--- config.mk ---
export PLATFORM = sky130hd
export DESIGN_NAME = mem_access_stage
export DESIGN_NICKNAME = d
export VERILOG_FILES = /design/src/rtl/mem_access_stage.sv
export SDC_FILE = /design/constraint.sdc
export NUM_CORES = 1
export LEC_CHECK = 0
export ABC_CLOCK_PERIOD_IN_PS = 2200
export BUFFER_PORTS_ARGS = -buffer_cell sky130_fd_sc_hd__buf_2
export CAP_MARGIN = 15
export CORE_AREA = 2 2 125 248
export DETAILED_ROUTE_END_ITERATION = 7
export DIE_AREA = 0 0 127 250
export PLACE_DENSITY = 0.72
export SYNTH_ARGS = -nofsm -noshare
export SYNTH_HDL_FRONTEND = slang
export SYNTH_SLANG_ARGS = --single-unit
--- constraint.sdc ---
create_clock -name clk -period 2.2 [get_ports clk]
set_clock_uncertainty 0.15 [all_clocks]
set_input_delay 0 -clock clk [delete_from_list [all_inputs] [get_ports clk]]
set_output_delay 0 -clock clk [all_outputs]
set_load 0.005 [all_outputs]
--- src/rtl/mem_access_stage.sv ---
// MEM stage: issues LB/LBU/LH/LHU/LW/SB/SH/SW over a req/ack bus and registers MEM/WB values.
// Define MEM_ALIGN_EXC_EN to trap misaligned half/word accesses instead of issuing them.
module mem_access_stage #(
  parameter int unsigned ADDR_W     = 32,
  parameter int unsigned REG_ADDR_W = 5,
  parameter int unsigned TIMEOUT    = 15
) (
  input  logic                  clk,
  input  logic                  rst_n,
  input  logic                  ex_valid,
  input  logic [3:0]            mem_op,
  input  logic                  en_wd,
  input  logic [REG_ADDR_W-1:0] desReg_addr,
  input  logic [31:0]           result,
  input  logic [31:0]           store_data,
  input  logic [31:0]           hi_i,
  input  logic [31:0]           lo_i,
  input  logic                  en_hilo_i,
  input  logic                  flush,
  output logic                  stall_req,
  output logic                  dmem_req,
  output logic                  dmem_we,
  output logic [ADDR_W-1:0]     dmem_addr,
  output logic [3:0]            dmem_be,
  output logic [31:0]           dmem_wdata,
  input  logic                  dmem_ack,
  input  logic [31:0]           dmem_rdata,
  output logic                  wb_valid,
  output logic                  en_wd_wb,
  output logic [REG_ADDR_W-1:0] desReg_addr_wb,
  output logic [31:0]           result_wb,
  output logic [31:0]           hi_o,
  output logic [31:0]           lo_o,
  output logic                  en_hilo_o,
  output logic [1:0]            exc_wb
);

  localparam logic [0:0] IDLE = 1'b0;
  localparam logic [0:0] BUSY = 1'b1;

  localparam logic [3:0] OP_LB  = 4'd1;
  localparam logic [3:0] OP_LBU = 4'd2;
  localparam logic [3:0] OP_LH  = 4'd3;
  localparam logic [3:0] OP_LHU = 4'd4;
  localparam logic [3:0] OP_LW  = 4'd5;
  localparam logic [3:0] OP_SB  = 4'd6;
  localparam logic [3:0] OP_SH  = 4'd7;
  localparam logic [3:0] OP_SW  = 4'd8;

  localparam logic [7:0] TIMEOUT_LAST = 8'(TIMEOUT - 1);

  // Access state
  logic [0:0]            state_q, state_d;
  logic [7:0]            cnt_q, cnt_d;
  logic [3:0]            op_q, op_d;
  logic [1:0]            off_q, off_d;
  logic                  en_wd_q, en_wd_d;
  logic [REG_ADDR_W-1:0] dreg_q, dreg_d;
  logic [31:0]           res_q, res_d;
  logic [31:0]           hi_q, hi_d;
  logic [31:0]           lo_q, lo_d;
  logic                  en_hilo_q, en_hilo_d;
  logic                  flushed_q, flushed_d;

  // Bus registers
  logic                  req_q, req_d;
  logic                  we_q, we_d;
  logic [ADDR_W-1:0]     addr_q, addr_d;
  logic [3:0]            be_q, be_d;
  logic [31:0]           wdata_q, wdata_d;

  // MEM/WB registers
  logic                  wb_valid_q, wb_valid_d;
  logic                  wb_en_wd_q, wb_en_wd_d;
  logic [REG_ADDR_W-1:0] wb_dreg_q, wb_dreg_d;
  logic [31:0]           wb_result_q, wb_result_d;
  logic [31:0]           wb_hi_q, wb_hi_d;
  logic [31:0]           wb_lo_q, wb_lo_d;
  logic                  wb_en_hilo_q, wb_en_hilo_d;
  logic [1:0]            wb_exc_q, wb_exc_d;

  logic                  is_load_in, is_store_in, is_mem_in, misalign_in;
  logic                  is_load_q, timeout_hit;
  logic [ADDR_W-1:0]     addr_in;
  logic [3:0]            be_in;
  logic [31:0]           wdata_in;
  logic [7:0]            ld_byte;
  logic [15:0]           ld_half;
  logic [31:0]           ld_data;

  assign is_load_in  = (mem_op >= OP_LB) && (mem_op <= OP_LW);
  assign is_store_in = (mem_op >= OP_SB) && (mem_op <= OP_SW);
  assign is_mem_in   = is_load_in | is_store_in;
  assign is_load_q   = (op_q >= OP_LB) && (op_q <= OP_LW);

`ifdef MEM_ALIGN_EXC_EN
  assign misalign_in = (((mem_op == OP_LH) || (mem_op == OP_LHU) || (mem_op == OP_SH)) &&
                        result[0]) ||
                       (((mem_op == OP_LW) || (mem_op == OP_SW)) && (result[1:0] != 2'b00));
`else
  assign misalign_in = 1'b0;
`endif

  assign timeout_hit = (state_q == BUSY) && !dmem_ack && (cnt_q == TIMEOUT_LAST);

  // Gated by rst_n so every output reads 0 while reset is held.
  assign stall_req = rst_n & ((state_q == IDLE) ?
                              (ex_valid & is_mem_in & ~flush & ~misalign_in) : ~dmem_ack);

  // Request formatting: byte/half lanes chosen from the low address bits.
  always_comb begin
    addr_in       = ADDR_W'(result);
    addr_in[1:0]  = 2'b00;
    be_in         = 4'b0000;
    wdata_in      = 32'h0;
    case (mem_op)
      OP_LB, OP_LBU: be_in = 4'b0001 << result[1:0];
      OP_LH, OP_LHU: be_in = result[1] ? 4'b1100 : 4'b0011;
      OP_LW:         be_in = 4'b1111;
      OP_SB: begin
        be_in    = 4'b0001 << result[1:0];
        wdata_in = {4{store_data[7:0]}};
      end
      OP_SH: begin
        be_in    = result[1] ? 4'b1100 : 4'b0011;
        wdata_in = {2{store_data[15:0]}};
      end
      OP_SW: begin
        be_in    = 4'b1111;
        wdata_in = store_data;
      end
      default: ;
    endcase
  end

  // Load formatting from the returned word.
  always_comb begin
    ld_byte = dmem_rdata[{off_q, 3'b000} +: 8];
    ld_half = off_q[1] ? dmem_rdata[31:16] : dmem_rdata[15:0];
    case (op_q)
      OP_LB:   ld_data = {{24{ld_byte[7]}}, ld_byte};
      OP_LBU:  ld_data = {24'h0, ld_byte};
      OP_LH:   ld_data = {{16{ld_half[15]}}, ld_half};
      OP_LHU:  ld_data = {16'h0, ld_half};
      default: ld_data = dmem_rdata;
    endcase
  end

  always_comb begin
    state_d      = state_q;
    cnt_d        = cnt_q;
    op_d         = op_q;
    off_d        = off_q;
    en_wd_d      = en_wd_q;
    dreg_d       = dreg_q;
    res_d        = res_q;
    hi_d         = hi_q;
    lo_d         = lo_q;
    en_hilo_d    = en_hilo_q;
    flushed_d    = flushed_q;
    req_d        = req_q;
    we_d         = we_q;
    addr_d       = addr_q;
    be_d         = be_q;
    wdata_d      = wdata_q;
    // Valid, HI/LO enable and exception only survive a completing instruction.
    wb_valid_d   = 1'b0;
    wb_en_hilo_d = 1'b0;
    wb_exc_d     = 2'b00;
    wb_en_wd_d   = wb_en_wd_q;
    wb_dreg_d    = wb_dreg_q;
    wb_result_d  = wb_result_q;
    wb_hi_d      = wb_hi_q;
    wb_lo_d      = wb_lo_q;

    unique case (state_q)
      IDLE: begin
        if (ex_valid && !flush) begin
          if (is_mem_in && !misalign_in) begin
            state_d   = BUSY;
            cnt_d     = 8'd0;
            flushed_d = 1'b0;
            op_d      = mem_op;
            off_d     = result[1:0];
            en_wd_d   = en_wd;
            dreg_d    = desReg_addr;
            res_d     = result;
            hi_d      = hi_i;
            lo_d      = lo_i;
            en_hilo_d = en_hilo_i;
            req_d     = 1'b1;
            we_d      = is_store_in;
            addr_d    = addr_in;
            be_d      = be_in;
            wdata_d   = wdata_in;
          end else begin
            // Non-memory op, or a trapped misaligned access.
            wb_valid_d   = 1'b1;
            wb_en_wd_d   = en_wd & ~is_mem_in;
            wb_dreg_d    = desReg_addr;
            wb_result_d  = result;
            wb_hi_d      = hi_i;
            wb_lo_d      = lo_i;
            wb_en_hilo_d = en_hilo_i;
            wb_exc_d     = {1'b0, is_mem_in};
          end
        end
      end
      BUSY: begin
        if (flush) flushed_d = 1'b1;
        if (dmem_ack || timeout_hit) begin
          state_d   = IDLE;
          cnt_d     = 8'd0;
          flushed_d = 1'b0;
          req_d     = 1'b0;
          we_d      = 1'b0;
          addr_d    = '0;
          be_d      = 4'b0000;
          wdata_d   = 32'h0;
          wb_dreg_d = dreg_q;
          wb_hi_d   = hi_q;
          wb_lo_d   = lo_q;
          if (!(flushed_q || flush)) begin
            wb_valid_d   = 1'b1;
            wb_en_hilo_d = en_hilo_q;
            if (dmem_ack) begin
              wb_en_wd_d  = en_wd_q & is_load_q;
              wb_result_d = is_load_q ? ld_data : res_q;
            end else begin
              wb_en_wd_d  = 1'b0;
              wb_result_d = res_q;
              wb_exc_d    = 2'b10;
            end
          end
        end else begin
          cnt_d = cnt_q + 8'd1;
        end
      end
      default: state_d = IDLE;
    endcase
  end

  always_ff @(posedge clk or negedge rst_n) begin
    if (!rst_n) begin
      state_q      <= IDLE;
      cnt_q        <= 8'd0;
      op_q         <= 4'd0;
      off_q        <= 2'd0;
      en_wd_q      <= 1'b0;
      dreg_q       <= '0;
      res_q        <= 32'h0;
      hi_q         <= 32'h0;
      lo_q         <= 32'h0;
      en_hilo_q    <= 1'b0;
      flushed_q    <= 1'b0;
      req_q        <= 1'b0;
      we_q         <= 1'b0;
      addr_q       <= '0;
      be_q         <= 4'b0000;
      wdata_q      <= 32'h0;
      wb_valid_q   <= 1'b0;
      wb_en_wd_q   <= 1'b0;
      wb_dreg_q    <= '0;
      wb_result_q  <= 32'h0;
      wb_hi_q      <= 32'h0;
      wb_lo_q      <= 32'h0;
      wb_en_hilo_q <= 1'b0;
      wb_exc_q     <= 2'b00;
    end else begin
      state_q      <= state_d;
      cnt_q        <= cnt_d;
      op_q         <= op_d;
      off_q        <= off_d;
      en_wd_q      <= en_wd_d;
      dreg_q       <= dreg_d;
      res_q        <= res_d;
      hi_q         <= hi_d;
      lo_q         <= lo_d;
      en_hilo_q    <= en_hilo_d;
      flushed_q    <= flushed_d;
      req_q        <= req_d;
      we_q         <= we_d;
      addr_q       <= addr_d;
      be_q         <= be_d;
      wdata_q      <= wdata_d;
      wb_valid_q   <= wb_valid_d;
      wb_en_wd_q   <= wb_en_wd_d;
      wb_dreg_q    <= wb_dreg_d;
      wb_result_q  <= wb_result_d;
      wb_hi_q      <= wb_hi_d;
      wb_lo_q      <= wb_lo_d;
      wb_en_hilo_q <= wb_en_hilo_d;
      wb_exc_q     <= wb_exc_d;
    end
  end

  assign dmem_req       = req_q;
  assign dmem_we        = we_q;
  assign dmem_addr      = addr_q;
  assign dmem_be        = be_q;
  assign dmem_wdata     = wdata_q;
  assign wb_valid       = wb_valid_q;
  assign en_wd_wb       = wb_en_wd_q;
  assign desReg_addr_wb = wb_dreg_q;
  assign result_wb      = wb_result_q;
  assign hi_o           = wb_hi_q;
  assign lo_o           = wb_lo_q;
  assign en_hilo_o      = wb_en_hilo_q;
  assign exc_wb         = wb_exc_q;

endmodule

==> out/metrics.yaml, run 1 <==
min_path_cells: 4
clock-sinks: 290
clock_latency_ns: 0.55
vias: 12580
hold_viol_final: 0
cp_data_arrival_time_ns: 2.59
fin_ws_ns: -0.1088
placementRows: 90
overflow: 0
syn_area_sq_um: 13210
maxCapViolCount: 0
core_sq_um: 29950
irDropWorstVdd_uv: 719.2
worstMarginPinSlew_ns: 0.7688
ys_warn_count: 0
grt_use_met3: 0.05552
die_h_um: 250
ant_nets: 0
antenna_found_initial: 0
syn_inst: 1364
area_growth_syn_to_layout_pct: 43.06
start_util: 0.4410
clock_path_buffers: 3
routed_wl_mm: 45.44
pre_cts_ws_ns: -0.04641
violations: "setup timing"
port_buffers: 349
cp_data_required_time_ns: 2.48
numCtsBuffers: 27
setup_violations: 95
pin_count: 353
avgSynthCellArea_sq_um: 9.684
antenna_cells: 0
status: "complete, but fails checks"
cts_tree: "done"
grt_usage: 0.2584
drive_gt1_frac: 0.2636
hold_slack_ns: 0.04814
viasPerCell: 5.462
final_nets: 2098
tns_ns: -2.394
p_leak_nw: 9.479
synth_flop_cell: "dfrtp_1"
period_needed_ns: 2.309
synth-seq-area-share: 0.5494
rsz0062_at_grt: "true"
cts-root-buf: "clkbuf_16"
fp.dieArea_sq_um: 31750
finalCritPeriodShare: 1.049
grt_pass1_vias: 12510
reg2regPathDepth: 10
startpoint_type: "flip-flop"
maxSlewHeadroom: 0.4855
crit_fanout: 9
final-max-slew-violation-count: 0
grt_max_degree: 78
grt_pass1_wl_mm: 66.52
ys_seq_elements: 290
drtPass1Iterations: 7
drt_first_iter_violations: 1021
h-tree-depth: 1
met1_usage: 0.3273
place_hpwl_mm: 26.15
top_usage_layer: "met2"
cp-end-kind: "flip-flop"
fmax_mhz: 433.1
routedWlPerCell_um: 19.73
path_class: "flip-flop to flip-flop"
clk_pin_slew_worst_paths_ns: 0.07
postLayoutCoreUtil: 0.6309
route.detailed.drc: 0
synth-edff-count: 0
gp_congestion: 0.8787
hold_class: "input pin to flip-flop"
met2_usage: 0.4312
ys_types: 66
ys_async_sr_fraction: 1.000
power_density_nw_per_um2: 875.3
fp.dieW_um: 127
what timing repair did:
action	in CTS	in global routing
setup buffers	2	8
pin swaps	0	14
endpoints found under the hold margin	577	0
gates cloned	1	16
endpoints found under the setup margin	72	215
resized for setup	17	40
hold buffers	190	0
power breakdown:
group          total [mW]  switching, mW  internal [mW]
Clock                4.87           2.11           2.76
Combinational        4.43           2.32           2.11
Sequential           7.24          0.716           6.53
Total                16.5           5.15           11.4
final timing paths:
path | start | end | slack [ns]
min | hi_i[19] | hi_q[19]$_DFFE_PN0P_ | 0.05
min in group asynchronous | rst_n | res_q[31]$_DFFE_PN0P_ | 0.51
max reg2reg | cnt_q[0]$_DFFE_PN0P_ | result_wb[21]$_DFFE_PN0P_ | -0.11
max in group asynchronous | rst_n | res_q[10]$_DFFE_PN0P_ | 0.93
max | cnt_q[0]$_DFFE_PN0P_ | result_wb[21]$_DFFE_PN0P_ | -0.11
min reg2reg | hi_o[26]$_DFFE_PN0P_ | hi_o[26]$_DFFE_PN0P_ | 0.32
layout make-up:
cell class | instances | area [sq um]
clock buffers | 33 | 708.2
clock inverters | 11 | 171.4
fillers | 2330 | 11060
inverters | 30 | 112.6
multi-input cells | 946 | 5464
flip-flops and latches | 290 | 7261
well taps | 368 | 460.4
repair buffers | 625 | 4720
sequential cells by signal (all words and copies together) (netlist names), 4 cells and up:
name	flops
res_q	31
hi_o	32
dmem_wdata	32
dreg_q	5
result_wb	32
op_q	4
dmem_be	4
lo_o	32
cnt_q	8
dmem_addr	30
desReg_addr_wb	5
hi_q	32
lo_q	32
Yosys cell counts (4+ instances only):
master     instances  area [sq um]
clkbuf_1          52         195.2
buf_2             32         160.2
inv_1             29         108.9
a22oi_1           32         240.2
o2bb2ai_1         24         210.2
nand3_1            4         20.02
nor2_1            46         172.7
o221ai_1          11         96.34
nor3b_1            4         30.03
nor2b_1            7         43.79
nand2b_1          14         87.58
a21o_1             5         37.54
dfrtp_1          290          7257
a22o_1            43         376.6
o21ai_0          129         645.6
o22a_1            16         140.1
buf_1              5         18.77
a211oi_1           4         30.03
buf_6              6         67.56
o22ai_1            4         25.02
buf_4              5         37.54
a31oi_1           16         100.1
nand2_1          415          1558
mux2i_1           92         920.9
a21oi_1           19         95.09
stage by stage:
stage	area, sq um	power [mW]	instances
after detailed placement	15580	11.11	2043
final	18900	16.54	2303
after global routing	18900	17.37	2303
after global placement	15580	10.99	2043
after floorplan	13220	9.259	1366
after CTS	18420	16.28	2280
critical path: stages (launching register included):
cell,delay [ns]
dfrtp_1,0.38
inv_1,0.06
ha_1,0.13
nand4bb_1,0.15
o41a_1,0.40
o32ai_4,0.27
buf_6,0.17
buf_12,0.15
buf_4,0.13
o21ai_1,0.06
o22a_1,0.16
metal layers:
layer,share of wire,vias up
met5,0,-
li1,-,5797
met3,0.083,118
met1,0.39,5998
met2,0.49,667
met4,0.039,0
layout by cell type (no fill, tap or decap), types with 29 or more instances in the layout:
cell,netlist,routed
a22o_1,43,43
a22oi_1,32,32
buf_2,32,348
buf_4,5,52
clkbuf_16,0,36
dfrtp_1,290,289
dlygate4sd3_1,0,189
inv_1,29,29
mux2i_1,92,92
nand2_1,415,414
nor2_1,46,46
o21ai_0,129,102
cell families (layout without fill, tap and decap cells):
logic type,Yosys count,in the layout,share of synthesized area
buffers and inverters,131,699,0.04518
multiplexers,96,96,0.07398
XOR/XNOR,2,2,0.001895
other,1,3,0.0002839
adder cells (fa/ha/maj),3,3,0.002652
AND/OR/NAND/NOR,514,514,0.1578
AO/OA/AOI/OAI,327,328,0.1688
flip-flops,290,290,0.5494
Power figures use the tool's default switching activity.
==> run 2: changes to the inputs <==
Settings changed: MAX_ROUTING_LAYER set to met4.
==> out/metrics.yaml, run 2 (synthesis gave the netlist of run 1 again) <==
port_buffers: 349
grt_pass1_vias: 12500
final_nets: 2097
cts-root-buf: "clkbuf_16"
period_needed_ns: 2.296
dp.cells: 2043
hold_class: "input pin to flip-flop"
p_seq_frac: 0.438
swShare: 0.3109
r2r_slack_ns: -0.1
place_hpwl_mm: 26.15
reg2regPathDepth: 6
maxCapViolCount: 0
finalCritPeriodShare: 1.044
final_cell_mix: "414 x nand2_1, 348 x buf_2, 289 x dfrtp_1"
fp.dieArea_sq_um: 31750
path_buf_inv: 3
instances_no_fill: 2302
startpoint_type: "flip-flop"
cp_data_arrival_time_ns: 2.61
min_path_cells: 4
r2r-end: "dmem_addr[11]$_DFFE_PN0P_"
route.detailed.drc: 0
critPathMaxStageDelay_ns: 0.60
overflow: 0
cp-end-kind: "flip-flop"
power_switching_mw: 5.142
tns_ns: -3.187
clockPowerShare: 0.294
fmax_mhz: 435.5
routed_wl_mm: 45.34
finalInstanceArea_sq_um: 18930
maxSlewHeadroom: 0.4889
cts_tree: "done"
final_common_cell: "nand2_1"
fillers: 2326
irDropWorstVdd_uv: 722.1
dpl-instance-area_sq_um: 15580
cp_top_family: "simple AND/OR/NAND/NOR gates"
p_int_mw: 11.40
power_density_nw_per_um2: 873.8
clock_path_buffers: 3
drtPass1Iterations: 6
violations: "setup timing"
drive_gt1_frac: 0.2642
antenna_found_initial: 0
seqCellArea_sq_um: 7261
clock-sinks: 290
ant_nets: 0
cp_data_required_time_ns: 2.52
placementRows: 90
final-max-slew-violation-count: 0
crit_path_cell_trace: "or3b_2, inv_1, and2_4, buf_12, buf_16, a22o_1"
whs_endpoint: "hi_q[19]$_DFFE_PN0P_"
drt_first_iter_violations: 969
clock_latency_ns: 0.55
hold_viol_final: 0
rr_startpoint: "state_q$_DFF_PN0_"
clk_pin_slew_worst_paths_ns: 0.07
numCtsBuffers: 27
p_leak_nw: 9.482
fp.dieW_um: 127
pin_count: 353
rsz0062_at_grt: "true"
holdCritStartpoint: "hi_i[19]"
die_h_um: 250
routedWlPerCell_um: 19.70
h-tree-depth: 1
antenna_cells: 0
slowest_stage: "or3b_2"
path_class: "flip-flop to flip-flop"
pre_cts_ws_ns: -0.04641
status: "complete, but fails checks"
area_growth_syn_to_layout_pct: 43.29
multi_input_area_sq_um: 5477
start_util: 0.4410
gp_congestion: 0.8933
fin_ws_ns: -0.09601
worstMarginPinSlew_ns: 0.7639
crit_fanout: 28
grt_max_degree: 78
viasPerCell: 5.483
grt_usage: 0.2661
vias: 12620
grt_pass1_wl_mm: 66.52
core_sq_um: 29950
setup_violations: 125
p_comb_frac: 0.268
run 2: cell types whose count changed in the layout (fill, tap and decap cells not counted), sizes merged:
cell | before | now
buf | 427 | 426
run 2: per-stage QoR:
| step | hold WS (ns) | power (mW) | utilization |
|---|---|---|---|
| final | 0.05535 | 16.54 | 0.6319 |
| after global routing | 0.05899 | 17.38 | 0.6319 |
| after CTS | 0.02118 | 16.28 | 0.6150 |
| after detailed placement | -0.2225 | 11.11 | 0.5201 |
| after global placement | -0.2279 | 10.99 | 0.5201 |
| after floorplan | -0.4456 | 9.259 | - |
run 2: worst min-delay path: stages:
cell and delay, ns:
dlygate4sd3_1 0.52, buf_2 0.11, nand2_1 0.04, nand2_1 0.04
run 2: layout make-up:
cell class,instances,share of cell area
inverter,30,0.005950
timing repair buffer,624,0.2503
clock inverter,11,0.009057
sequential,290,0.3836
multi-input combinational,946,0.2894
tap,368,0.02433
clock buffer,33,0.03742
run 2: power groups by stage:
stage	clock network [mW]	registers, mW	logic (mW)
floorplan	0	7.24	2.02
global placement	0	7.26	3.73
detailed placement	0	7.29	3.82
CTS	4.95	7.21	4.12
global route	5.12	7.37	4.88
finish	4.86	7.24	4.43
run 2: layer usage:
layer / wire length, um / track usage
met1: 17890 / 0.3362
met2: 22240 / 0.4293
met3: 3420 / 0.04523
met4: 1796 / 0.1008
met5: 0 / -
run 2: worst max path at each step:
stage | start | end | slack [ns] | cells after the start
6_report | state_q$_DFF_PN0_ | dmem_addr[11]$_DFFE_PN0P_ | -0.1 | 6
5_1_grt | cnt_q[0]$_DFFE_PN0P_ | result_wb[12]$_DFFE_PN0P_ | -0.24 | 10
4_1_cts | cnt_q[0]$_DFFE_PN0P_ | dmem_be[1]$_DFFE_PN0P_ | -0.06 | 8
3_5_place_dp | cnt_q[0]$_DFFE_PN0P_ | result_wb[30]$_DFFE_PN0P_ | -0.05 | 8
3_3_place_gp | cnt_q[0]$_DFFE_PN0P_ | result_wb[1]$_DFFE_PN0P_ | -0.0005 | 9
2_1_floorplan | cnt_q[0]$_DFFE_PN0P_ | dmem_be[0]$_DFFE_PN0P_ | 0.007 | 9
run 2: timing repair:
item / 4_1_cts / 5_1_grt
resized for setup: 17 / 42
setup endpoints to repair: 72 / 222
hold buffers: 190 / 0
hold endpoints to repair: 577 / 0
buffers inserted: 2 / 7
pin swaps: 0 / 14
cloned: 1 / 16
==> run 3: changes to the inputs <==
Settings changed: SETUP_SLACK_MARGIN set to 0.15.
==> out/metrics.yaml, run 3 (synthesis gave the netlist of run 1 again) <==
cp_data_required_time_ns: 2.51
crit_fanout: 8
p_seq_frac: 0.430
tns_ns: -2.074
finalCritPeriodShare: 1.042
postLayoutCoreUtil: 0.6541
grt_pass1_wl_mm: 69.15
p_leak_nw: 9.800
gp_congestion: 0.9114
clock_path_buffers: 3
maxSlewHeadroom: 0.5666
grt_pass1_vias: 12830
fp.dieW_um: 127
critPathMaxStageDelay_ns: 0.39
swShare: 0.3134
numCtsBuffers: 26
instances_no_fill: 2332
area_growth_syn_to_layout_pct: 48.33
final_common_cell: "nand2_1"
irDropWorstVdd_uv: 700.5
fmax_mhz: 436.4
dp.cells: 2040
fin_ws_ns: -0.09136
status: "complete, but fails checks"
place_hpwl_mm: 26.28
fp.dieArea_sq_um: 31750
port_buffers: 349
placementRows: 90
holdCritStartpoint: "flush"
viasPerCell: 5.567
final-max-slew-violation-count: 0
cp_top_family: "compound AO/OA/AOI/OAI gates"
rsz0062_at_grt: "true"
rr_startpoint: "cnt_q[0]$_DFFE_PN0P_"
pin_count: 353
drive_gt1_frac: 0.2787
startpoint_type: "flip-flop"
maxCapViolCount: 0
final_cell_mix: "411 x nand2_1, 348 x buf_2, 289 x dfrtp_1"
routedWlPerCell_um: 20.53
dpl-instance-area_sq_um: 15610
vias: 12980
period_needed_ns: 2.291
start_util: 0.4410
h-tree-depth: 1
routed_wl_mm: 47.88
cp_data_arrival_time_ns: 2.60
route.detailed.drc: 0
cts_tree: "done"
crit_start: "cnt_q[0]$_DFFE_PN0P_"
clockPowerShare: 0.289
hold_class: "input pin to flip-flop"
ant_nets: 0
clk_pin_slew_worst_paths_ns: 0.07
cp-end-kind: "flip-flop"
drt_first_iter_violations: 921
grt_max_degree: 100
finalInstanceArea_sq_um: 19590
clock_latency_ns: 0.56
slowest_stage: "o41a_1"
cp_common_cell: "buf_12"
cts-root-buf: "clkbuf_16"
die_h_um: 250
final_nets: 2122
path_class: "flip-flop to flip-flop"
p_int_mw: 11.65
worstMarginPinSlew_ns: 0.6457
antenna_found_initial: 1
hold_viol_final: 0
drtPass1Iterations: 5
grt_usage: 0.2812
r2r_slack_ns: -0.09
power_density_nw_per_um2: 866.2
violations: "setup timing"
path_buf_inv: 4
core_sq_um: 29950
power_switching_mw: 5.318
overflow: 0
clock-sinks: 290
totalPowerFinal_mw: 16.97
p_comb_frac: 0.281
crit_path_cell_trace: "inv_1, ha_1, nand4bb_1, o41a_1, o32ai_4, buf_6, buf_12, buf_12, nor2_1, a31oi_1"
setup_violations: 57
run 3: cell count changes in the layout (fill, tap and decap cells not counted), moves of 5 or more:
cell,before,now
o21ai_0,102,68
o21ai_1,24,51
buf_16,3,13
clkbuf_8,1,8
o21ai_2,5,12
buf_12,15,20
buf_6,10,15
run 3: final cells by class:
class / count / area, sq um
well taps: 368 / 460.4
clock buffers: 40 / 783.3
flip-flops and latches: 290 / 7261
diodes: 1 / 2.502
fillers: 2245 / 10360
clock inverters: 7 / 121.4
multi-input cells: 948 / 5533
repair buffers: 648 / 5319
inverters: 30 / 112.6
run 3: power by group through the flow:
stage | combinational (mW) | clock [mW] | sequential [mW]
after detailed placement | 3.84 | 0 | 7.30
after global routing | 5.20 | 5.16 | 7.41
after global placement | 3.74 | 0 | 7.28
final | 4.77 | 4.91 | 7.29
after CTS | 4.36 | 4.96 | 7.23
after floorplan | 2.04 | 0 | 7.24
run 3: what timing repair did:
item | CTS | global route
resized for setup | 29 | 75
hold endpoints to repair | 578 | 0
hold buffers | 190 | 0
buffers inserted | 14 | 6
pin swaps | 0 | 5
gates cloned | 11 | 23
setup endpoints to repair | 203 | 281
run 3: worst paths after layout:
path                       depth (start not counted)                   endpoint
max                                               10  result_wb[15]$_DFFE_PN0P_
min                                                5         wb_valid$_DFF_PN0_
max reg2reg                                       10  result_wb[15]$_DFFE_PN0P_
min reg2reg                                        2      res_q[10]$_DFFE_PN0P_
max in group asynchronous                          4        lo_o[3]$_DFFE_PN0P_
min in group asynchronous                          4       hi_o[17]$_DFFE_PN0P_
run 3: through the flow:
stage	setup WS, ns	hold slack (ns)
6_report	-0.09136	0.01013
5_1_grt	-0.1786	0.007177
4_1_cts	0.0001774	-0.03121
3_5_place_dp	-0.01542	-0.2183
3_3_place_gp	0.03842	-0.2163
2_1_floorplan	0.1104	-0.4456
run 3: per-layer routing:
layer,wire length [um],share of wire,GRT usage,vias to the layer above
met4,2080,0.043,0.1080,0
met2,23240,0.49,0.4568,730
met5,0,0,-,-
li1,-,-,-,5869
met1,18520,0.39,0.3485,6244
met3,4040,0.084,0.05273,139
run 3: worst reg2reg max path, stage by stage, from the launching register on:
cell and delay (ns):
dfrtp_1 0.38, inv_1 0.06, ha_1 0.13, nand4bb_1 0.14, o41a_1 0.39, o32ai_4 0.28
buf_6 0.18, buf_12 0.14, buf_12 0.12, nor2_1 0.04, a31oi_1 0.20
